**src/rtl/digit_divider_seq.sv**
```systemverilog
// Sequential binary-to-BCD converter (shift-and-add-3, one input bit per clock).
// Define DIGIT_DIVIDER_SAT_EN to force all-nines on overflow; otherwise o_bcd is value mod 10^DIGITS.
module digit_divider_seq #(
   parameter int IN_W   = 14,
   parameter int DIGITS = 4
) (
   input  logic                  clk,
   input  logic                  reset_n,
   input  logic                  i_start,
   input  logic [IN_W-1:0]       i_value,
   output logic                  o_busy,
   output logic                  o_done,
   output logic [4*DIGITS-1:0]   o_bcd,
   output logic                  o_overflow
);

   localparam int BCD_W = 4 * DIGITS;
   localparam int CAT_W = BCD_W + IN_W;
   localparam int CNT_W = (IN_W > 1) ? $clog2(IN_W) : 1;
   localparam logic [CNT_W-1:0] LAST_BIT = CNT_W'(IN_W - 1);
   localparam logic [BCD_W-1:0] ALL_NINES = {DIGITS{4'h9}};

   typedef enum logic {IDLE, CONV} state_t;

   state_t             state_q, state_d;
   logic [IN_W-1:0]    shift_q, shift_d;
   logic [BCD_W-1:0]   scratch_q, scratch_d;
   logic [CNT_W-1:0]   cnt_q, cnt_d;
   logic               ovf_q, ovf_d;
   logic [BCD_W-1:0]   bcd_q, bcd_d;
   logic               overflow_q, overflow_d;
   logic               done_q, done_d;

   logic [BCD_W-1:0]   adj;
   logic [CAT_W-1:0]   cat_sh;
   logic [BCD_W-1:0]   scr_sh;
   logic [IN_W-1:0]    shf_sh;
   logic               carry;
   logic               ovf_next;
   logic [BCD_W-1:0]   result;

   // Per-digit add-3 correction; digits stay in 0..9 so the sum fits a nibble.
   for (genvar g = 0; g < DIGITS; g++) begin : g_adj
      assign adj[4*g +: 4] = (scratch_q[4*g +: 4] >= 4'd5) ? scratch_q[4*g +: 4] + 4'd3
                                                           : scratch_q[4*g +: 4];
   end

   // The bit leaving the top digit is lost; what remains is still correct mod 10^DIGITS.
   assign carry    = adj[BCD_W-1];
   assign cat_sh   = {adj[BCD_W-2:0], shift_q, 1'b0};
   assign scr_sh   = cat_sh[CAT_W-1:IN_W];
   assign shf_sh   = cat_sh[IN_W-1:0];
   assign ovf_next = ovf_q | carry;

`ifdef DIGIT_DIVIDER_SAT_EN
   assign result = ovf_next ? ALL_NINES : scr_sh;
`else
   assign result = scr_sh;
`endif

   always_comb begin
      state_d    = state_q;
      shift_d    = shift_q;
      scratch_d  = scratch_q;
      cnt_d      = cnt_q;
      ovf_d      = ovf_q;
      bcd_d      = bcd_q;
      overflow_d = overflow_q;
      done_d     = 1'b0;
      case (state_q)
         IDLE: begin
            if (i_start) begin
               shift_d   = i_value;
               scratch_d = '0;
               cnt_d     = '0;
               ovf_d     = 1'b0;
               state_d   = CONV;
            end
         end
         CONV: begin
            shift_d   = shf_sh;
            scratch_d = scr_sh;
            ovf_d     = ovf_next;
            cnt_d     = cnt_q + 1'b1;
            if (cnt_q == LAST_BIT) begin
               cnt_d      = '0;
               bcd_d      = result;
               overflow_d = ovf_next;
               done_d     = 1'b1;
               state_d    = IDLE;
            end
         end
         default: state_d = IDLE;
      endcase
   end

   always_ff @(posedge clk or negedge reset_n) begin
      if (!reset_n) begin
         state_q    <= IDLE;
         shift_q    <= '0;
         scratch_q  <= '0;
         cnt_q      <= '0;
         ovf_q      <= 1'b0;
         bcd_q      <= '0;
         overflow_q <= 1'b0;
         done_q     <= 1'b0;
      end else begin
         state_q    <= state_d;
         shift_q    <= shift_d;
         scratch_q  <= scratch_d;
         cnt_q      <= cnt_d;
         ovf_q      <= ovf_d;
         bcd_q      <= bcd_d;
         overflow_q <= overflow_d;
         done_q     <= done_d;
      end
   end

   assign o_busy     = (state_q == CONV);
   assign o_done     = done_q;
   assign o_bcd      = bcd_q;
   assign o_overflow = overflow_q;

endmodule
```
**config.mk**
```make
export PLATFORM = sky130hd
export DESIGN_NAME = digit_divider_seq
export DESIGN_NICKNAME = d
export VERILOG_FILES = /design/src/rtl/digit_divider_seq.sv
export SDC_FILE = /design/constraint.sdc
export NUM_CORES = 1
export LEC_CHECK = 0
export CORE_MARGIN = 4
export CORE_UTILIZATION = 33
export CTS_BUF_LIST = sky130_fd_sc_hd__clkbuf_8
export DETAILED_ROUTE_END_ITERATION = 10
export DONT_BUFFER_PORTS = 1
export PLACE_DENSITY_LB_ADDON = 0.12
export SYNTH_ARGS = -nofsm -noshare
export SYNTH_HDL_FRONTEND = slang
export SYNTH_SLANG_ARGS = --single-unit
```
**constraint.sdc**
```tcl
create_clock -name clk -period 1.5 [get_ports clk]
set_input_delay 0.075 -clock clk [delete_from_list [all_inputs] [get_ports clk]]
set_output_delay 0.075 -clock clk [all_outputs]
set_load 0.1 [all_outputs]
```
---- Word level (Yosys, flattened, before mapping) ----
Cells that the tools add are included.
storage, ports and cells
  register bits ........................... 54
  bits of input ports ..................... 17
  output and inout bits ................... 19
  word-level logic and storage cells ...... 40
operators by class
  add/subtract/negate cells ............... 5
  $lt $le $gt $ge ......................... 4
  equality and inequality tests ........... 2
  muxes and demuxes ....................... 18
  bitwise operators ....................... 2
  reduce and logical (&&, ||, !) cells .... 1
operators by type and width
  kind                                                                    number
  16-bit one-hot mux with 2 select lines                                  1
  14-bit one-hot mux with 2 select lines                                  1
  4-bit two-way mux                                                       6
  4-bit by 2-bit adder with 4-bit output (second input constant)          4
  4-bit by 3-bit >= comparator with 1-bit output (second input constant)  4
  16-bit two-way mux                                                      1
  14-bit two-way mux                                                      1
  4-bit one-hot mux with 2 select lines                                   1
  1-bit two-way mux                                                       5
  4-bit by 1-bit adder with 4-bit output (second input constant)          1
  4-bit equality test (second input constant)                             1
  1-bit one-hot mux with 2 select lines                                   2
  2-bit != test (second input constant)                                   1
  2-bit AND reduction                                                     1
  1-bit inverter                                                          1
  1-bit bitwise OR                                                        1

---- Longest topological paths before layout ----
Gate-level depths: netlist of run 1.
  depth after elaboration ................. 4
  depth in mapped cells ................... 7
  mapped depth without buffers ............ 6

---- Least setup slack after synthesis of run 1 ----
Ideal clock, no wire load.
  path type ............................... reg-to-reg
  start point ............................. reg state_q (netlist: o_busy)
  end point ............................... reg bcd_q[1] (netlist: o_bcd[1])
  setup time .............................. 0.126 ns
  arrival ................................. 1.665 ns
  data required time ...................... 1.374 ns
  setup slack ............................. -0.291 ns
  cell stages (with the launch flop) ...... 5
  path buffers ............................ 1
  clock period less this slack ............ 1.791 ns
  cells stage by stage .................... dfrtp_1 > buf_2 > nand2_4 > inv_4 > mux2_4
on the way
  longest elaborated chain between the ends .. 1
RTL lines
  what                           RTL line  text
  start, declared                25        state_t state_q, state_d;
  start signal, assigned         108       state_q <= state_d;
  2-bit AND reduction (no line)  --
  end signal, assigned           104       bcd_q <= '0;
  end signal, assigned           113       bcd_q <= bcd_d;
  end, declared                  30        logic [BCD_W-1:0] bcd_q, bcd_d;
Every way passes these cells.
A chain may end at the register's enable or synchronous reset.

---- Worst setup path in the final report of run 1 ----
  start point ............................. reg scratch_q[8]
  end point ............................... reg scratch_q[10]
on the way
  longest elaborated chain between the ends .. 3
  elaborated cells on any way between the ends .. 4
  those cells by class .................... add/sub: 1; order compare: 1; mux: 2
RTL lines
  what                                                                                                             RTL line  text
  start, declared                                                                                                  27        logic [BCD_W-1:0] scratch_q, scratch_d;
  start signal, assigned                                                                                           110       scratch_q <= scratch_d;
  4-bit by 2-bit adder with 4-bit output / 4-bit by 3-bit >= comparator with 1-bit output (equally long branches)  44        assign adj[4*g +: 4] = (scratch_q[4*g +: 4] >= 4'd5) ? scratch_q[4*g +: 4] + 4'd3
  4-bit two-way mux *                                                                                              44
  16-bit one-hot mux with 2 select lines *                                                                         70        case (state_q)
Every way passes the cells marked *; elsewhere a longest branch is shown, timed or not.

==> results of run 1 <==
[area by class of cell]
cell class	count	share of cell area, %
Clock buffer	6	2.417
Clock inverter	2	0.2563
Inverter	11	1.282
Multi-Input combinational cell	171	37.90
Sequential cell	54	39.69
Tap cell	102	3.735
Timing Repair Buffer	56	14.72
[logic make-up (layout without fill, tap and decap cells)]
| group | count (synthesis) | count (layout) |
|---|---|---|
| and+or+nand+nor | 69 | 69 |
| AOI/OAI and AO/OA | 54 | 54 |
| DFF | 54 | 54 |
| muxes | 34 | 34 |
| buffers and inverters | 24 | 75 |
| adders and majority gates | 10 | 10 |
| xor gates and xnor gates | 4 | 4 |
[timing repair]
action,CTS,global route
buffers inserted,0,3
resized for setup,3,28
pin swaps,3,5
hold endpoints to repair,77,0
hold buffers,17,0
endpoints found under the setup margin,5,17
[cell usage after synthesis (all sizes together)]
cell / n
a211oi: 1
a21o: 5
a21oi: 14
and3: 1
buf: 11
clkbuf: 2
dfrtp: 54
ha: 10
inv: 11
mux2: 8
mux2i: 26
nand2: 39
nand2b: 5
nand3: 1
nor2: 7
nor2b: 2
nor3: 3
nor3b: 11
o21ai: 32
o31ai: 2
xnor2: 4
[placed cells by master, fill, tap and decap left out, drive strengths merged, types with 5 or more instances in the layout]
cell type	instances
nand2b	5
clkbuf	6
nor3b	11
nand2	39
a21oi	14
nor2	7
buf	41
dlygate4sd3	15
mux2	8
o21ai	32
a21o	5
mux2i	26
inv	12
dfrtp	54
ha	10
[worst register-to-register path, cell delays in order (launching register included)]
cell	delay, ps
dfrtp_1	420
ha_1	200
nand2b_4	150
a21oi_4	170
mux2_4	320
mux2i_1	130
[path summary, 6_finish.rpt]
path | slack (ps) | to | cells after the start
max | 50 | scratch_q[10] | 5
min | 60 | cnt_q[1] | 2
min reg2reg | 480 | o_bcd[15] | 2
max in group asynchronous | 960 | o_busy | 2
min in group asynchronous | 290 | scratch_q[11] | 2
max reg2reg | 50 | scratch_q[10] | 5
[sequential cells by signal (all words and copies together), names as in the netlist]
name        flops
o_busy          1
o_bcd          16
o_overflow      1
ovf_q           1
shift_q        14
cnt_q           4
o_done          1
scratch_q      16
[layer usage]
metal | wire, µm | track usage, % | up-vias
li1 | - | - | 948
met1 | 2615 | 14.95 | 896
met2 | 2410 | 18.13 | 31
met3 | 218 | 2.943 | 4
met4 | 44 | 2.875 | 0
met5 | 0 | 0 | -
[through the flow]
stage / area, µm² / setup TNS, ps / setup WS [ps] / std cells / hold slack (ps)
after global placement: 2979 / 0 / 5.510 / 374 / -219.0
after global routing: 3417 / -41.91 / -22.13 / 402 / 60.88
after detailed placement: 2979 / -41.71 / -15.36 / 374 / -219.1
after CTS: 3278 / 0 / 7.499 / 399 / 51.34
final: 3417 / 0 / 48.28 / 402 / 55.18
after floorplan: 2640 / 0 / 18.36 / 249 / -220.6
==> results.tsv, run 1 <==
stage	metric	value	unit
run_status	status	complete, no violations	
run	maxCapViolCount	0	
yosys	synth.area.top_cells	dfrtp_1 51%, mux2i_1 9.9%, o21ai_0 5.7%	
layout	diodes	0	
clocking	clk_pin_slew_worst_paths	90	ps
setup_path	critPathBufInv	0	
place	port_buffers	0	
clocking	clk_latency	300	ps
grt	track_usage	11.21	%
clocking	cts.path.max_buffers	2	
layout	drive_above_1_share	28.33	%
hold_path	min-delay-start	i_start	
timing	max_freq	688.8	MHz
route	drt_wl_total	5288	µm
grt	antenna_found_initial	0	
yosys	synth.distinct_cells	29	
yosys	muxShareOfSynthArea	14.00	%
yosys	synth.largest_area_cell	dfrtp_1	
setup_path	slowest_stage	dfrtp_1	
floorplanning	die_h	97.38	µm
clocking	clock-sinks	54	
grt	grt_overflow	0	
yosys	synth_xor_area_share	1.329	%
hold_path	hp-class	primary input to flip-flop	
clocking	cts_tree	built	
setup_path	r2r-start	scratch_q[8]	
grt	grt_pass1_vias	1853	
yosys	yosys.area_share.simple	12.81	%
yosys	syn_inst	249	
setup_path	startpoint	scratch_q[8]	
route	vias	1879	
timing	maxSlewHeadroom	67.90	%
yosys	synth-compound-area-share	11.49	%
floorplanning	io_pins	36	
place	dpl.hpwl	3342	µm
setup_path	critPathCaptureType	flip-flop	
yosys	yosys_register_bits	54	
route	post_drt_wl_per_cell	13.15	µm
setup_path	cp-start-kind	flip-flop	
floorplanning	coreArea	7767	µm²
yosys	synth_seq_area_share	51.26	%
setup_path	path_max_fanout	4	
floorplanning	die_width	97.38	µm
yosys	synth_fa_ha_area_share	4.746	%
layout	fillCellCount	757	
setup_path	critPathKind	flip-flop to flip-flop	
timing	period_share	96.78	%
layout	final_net_count	326	
floorplanning	initial_core_util	33.94	%
setup_path	path_delay_family	multiplexers	
route	post-route-drc-count	0	
timing	finClkSkew	6.669	ps
layout	final-seq-area	1356	µm²
layout	syn_to_final_growth	29.62	%
setup_path	cp_cell_sequence	ha_1, nand2b_4, a21oi_4, mux2_4, mux2i_1	
clocking	cts_buffers	5	
clocking	clockRootBuffer	clkbuf_8	
layout	postLayoutCoreUtil	43.99	%
place	place_congestion	0.7760	
route	ant_nets	0	
grt	grt_max_degree	55	
timing	setup_viol	0	
yosys	synth_top_family_by_area	multiplexers	
layout	multiInputGateArea	1295	µm²
setup_path	arrival	1680	ps
grt	grt_first_pass_wirelength	8804	µm
timing	drv_slew	0	
route	first_pass_iters	4	
yosys	synth_fp_nets	276	
setup_path	cpPeakStageDelay	420	ps
timing	period_needed	1452	ps
floorplanning	die_area	9483	µm²
route	avgViaCountPerCell	4.674	
floorplanning	rows	32	
yosys	syn_area	2636	µm²
yosys	syn_avg_cell_area	10.59	µm²
setup_path	cp_data_required_time	1730	ps
timing	hold_viol	0	
timing	worst_pin_slew	481.0	ps
route	drt_iter0_drc	84	
clocking	htreeDepth	2	
yosys	synth.yosys.warnings	0	
yosys	synth_top_area_share	51.26	%
Power of run 1 is left out: the tool's default activity adds up to more than one toggle a clock period on the data nets, which glitch-free logic cannot reach.
==> run 2, diff against run 1 <==
Settings changed: CORE_ASPECT_RATIO from default to 0.7.
==> results.tsv, run 2 (same netlist as run 1, synthesis figures left out) <==
stage	metric	value	unit	change
floorplanning	initial_core_util	35.08	%	+1.1 points
clocking	cts.path.max_buffers	2		unchanged
run	maxCapViolCount	0		unchanged
setup_path	reg2reg_depth	6		+1
floorplanning	coreArea	7515	µm²	-3.3%
setup_path	timing.rr.end	o_bcd[6]		
clocking	cts_tree	built		
timing	period_share	96.29	%	-0.49 points
layout	syn_to_final_growth	29.62	%	unchanged
layout	final_cell_mix	53 x dfrtp_1, 38 x nand2_1, 37 x buf_4, 27 x o21ai_0, 26 x mux2i_1		
run_status	status	complete, no violations		
route	first_pass_iters	4		unchanged
floorplanning	io_pins	36		unchanged
clocking	cts_buffers	5		unchanged
timing	worst_pin_slew	949.1	ps	+468.0 ps
place	place_congestion	0.7448		-4.0%
route	avgViaCountPerCell	4.531		-3.1%
layout	diodes	0		unchanged
timing	drv_slew	0		unchanged
route	ant_nets	0		unchanged
hold_path	hold_depth	2		unchanged
floorplanning	die_area	9506	µm²	+0.24%
setup_path	r2r-start	scratch_q[5]		
route	post_drt_wl_per_cell	14.01	µm	+6.5%
clocking	clock-sinks	54		unchanged
timing	max_freq	692.3	MHz	+0.51%
layout	drive_above_1_share	27.42	%	-0.91 points
clocking	clk_pin_slew_worst_paths	90	ps	about the same
timing	holdWs	5.374	ps	-49.80 ps
grt	grt_pass1_vias	1805		-2.6%
place	dpl.hpwl	3510	µm	+5.0%
timing	maxSlewHeadroom	36.73	%	-31 points
hold_path	hp-class	primary input to flip-flop		
route	vias	1799		-4.3%
layout	layout_commonest_cell	dfrtp_1		
layout	fillCellCount	719		-5.0%
hold_path	hold_end	scratch_q[5]		
timing	rsz0062_at_grt	yes		
route	post-route-drc-count	0		unchanged
setup_path	path_max_fanout	4		unchanged
timing	hold_viol	0		unchanged
hold_path	min-delay-start	i_start		
setup_path	r2r_slack	60	ps	about the same
place	port_buffers	0		unchanged
route	drt_iter0_drc	73		-13%
floorplanning	die_width	114.8	µm	+18%
timing	finClkSkew	6.644	ps	-0.02501 ps
floorplanning	rows	26		-19%
setup_path	critPathKind	flip-flop to flip-flop		
timing	setup_viol	0		unchanged
clocking	htreeDepth	2		unchanged
setup_path	cp_data_required_time	1700	ps	-30 ps
timing	period_needed	1444	ps	-7.323 ps
route	drt_wl_total	5560	µm	+5.1%
grt	grt_overflow	0		unchanged
grt	grt_max_degree	55		unchanged
setup_path	arrival	1640	ps	-40 ps
clocking	clk_latency	310	ps	about the same
grt	grt_first_pass_wirelength	9073	µm	+3.1%
setup_path	critPathCaptureType	flip-flop		
floorplanning	die_h	82.78	µm	-15%
clocking	clockRootBuffer	clkbuf_8		
grt	antenna_found_initial	0		unchanged
layout	final_net_count	325		-0.31%
timing	setup_tns	0	ps	unchanged
setup_path	cp-start-kind	flip-flop		
grt	track_usage	12.23	%	+1.0 points
## run 2: cell count changes in the layout (fill, tap and decap cells not counted), sizes merged
cell and delta:
buf -1, bufinv +1, clkinv -1, dlygate4sd3 -1, dlymetal6s4s +1
## run 2: routing by layer
metal | part of all wire, % | global-route usage (%) | vias to the layer above
li1 | - | - | 942
met1 | 52 | 17.57 | 835
met2 | 44 | 18.64 | 17
met3 | 3.0 | 2.826 | 5
met4 | 1.1 | 3.165 | 0
met5 | 0 | 0 | -
## run 2: worst max-delay path: stages (launching register included)
cell	delay, ps
dfrtp_1	380
inv_1	110
ha_2	220
nand2b_4	70
a21oi_4	170
mux2i_1	120
mux2_4	270
## run 2: final cells by class
type,instances,area (µm²),share of cell area [%]
timing repair buffer,55,489.2,14.32
multi-input combinational,171,1285,37.61
tap,98,122.6,3.588
sequential,54,1355,39.66
clock buffer,6,82.58,2.417
clock inverter,2,33.78,0.9886
inverter,11,48.80,1.428
## run 2: stage by stage
step | util (%) | worst slack [ps] | cells | cell area, µm²
floorplan | - | 18.36 | 249 | 2640
finish | 45.47 | 55.61 | 397 | 3417
global route | 45.47 | -15.93 | 397 | 3417
global placement | 39.48 | 8.071 | 369 | 2967
detailed placement | 39.48 | -96.26 | 369 | 2967
CTS | 43.59 | 5.065 | 393 | 3276
## run 2: worst max path at each step
| stage | slack, ps | start | depth (start not counted) | end |
|---|---|---|---|---|
| finish | 60 | scratch_q[5] | 6 | o_bcd[6] |
| global placement | 8 | scratch_q[12] | 5 | o_bcd[14] |
| floorplan | 20 | scratch_q[12] | 6 | o_bcd[14] |
| global route | -20 | scratch_q[0] | 6 | o_bcd[2] |
| CTS | 5 | scratch_q[12] | 5 | scratch_q[14] |
| detailed placement | -100 | scratch_q[12] | 5 | o_bcd[14] |
## run 2: what timing repair did
item                                    CTS  global route
pin swaps                                 3             4
resized for setup                         6            27
endpoints found under the setup margin    6            26
setup buffers                             1             3
gates cloned                              0             0
hold buffers                             15             1
hold endpoints to repair                 74             1
Power of run 2 is left out for the same reason.
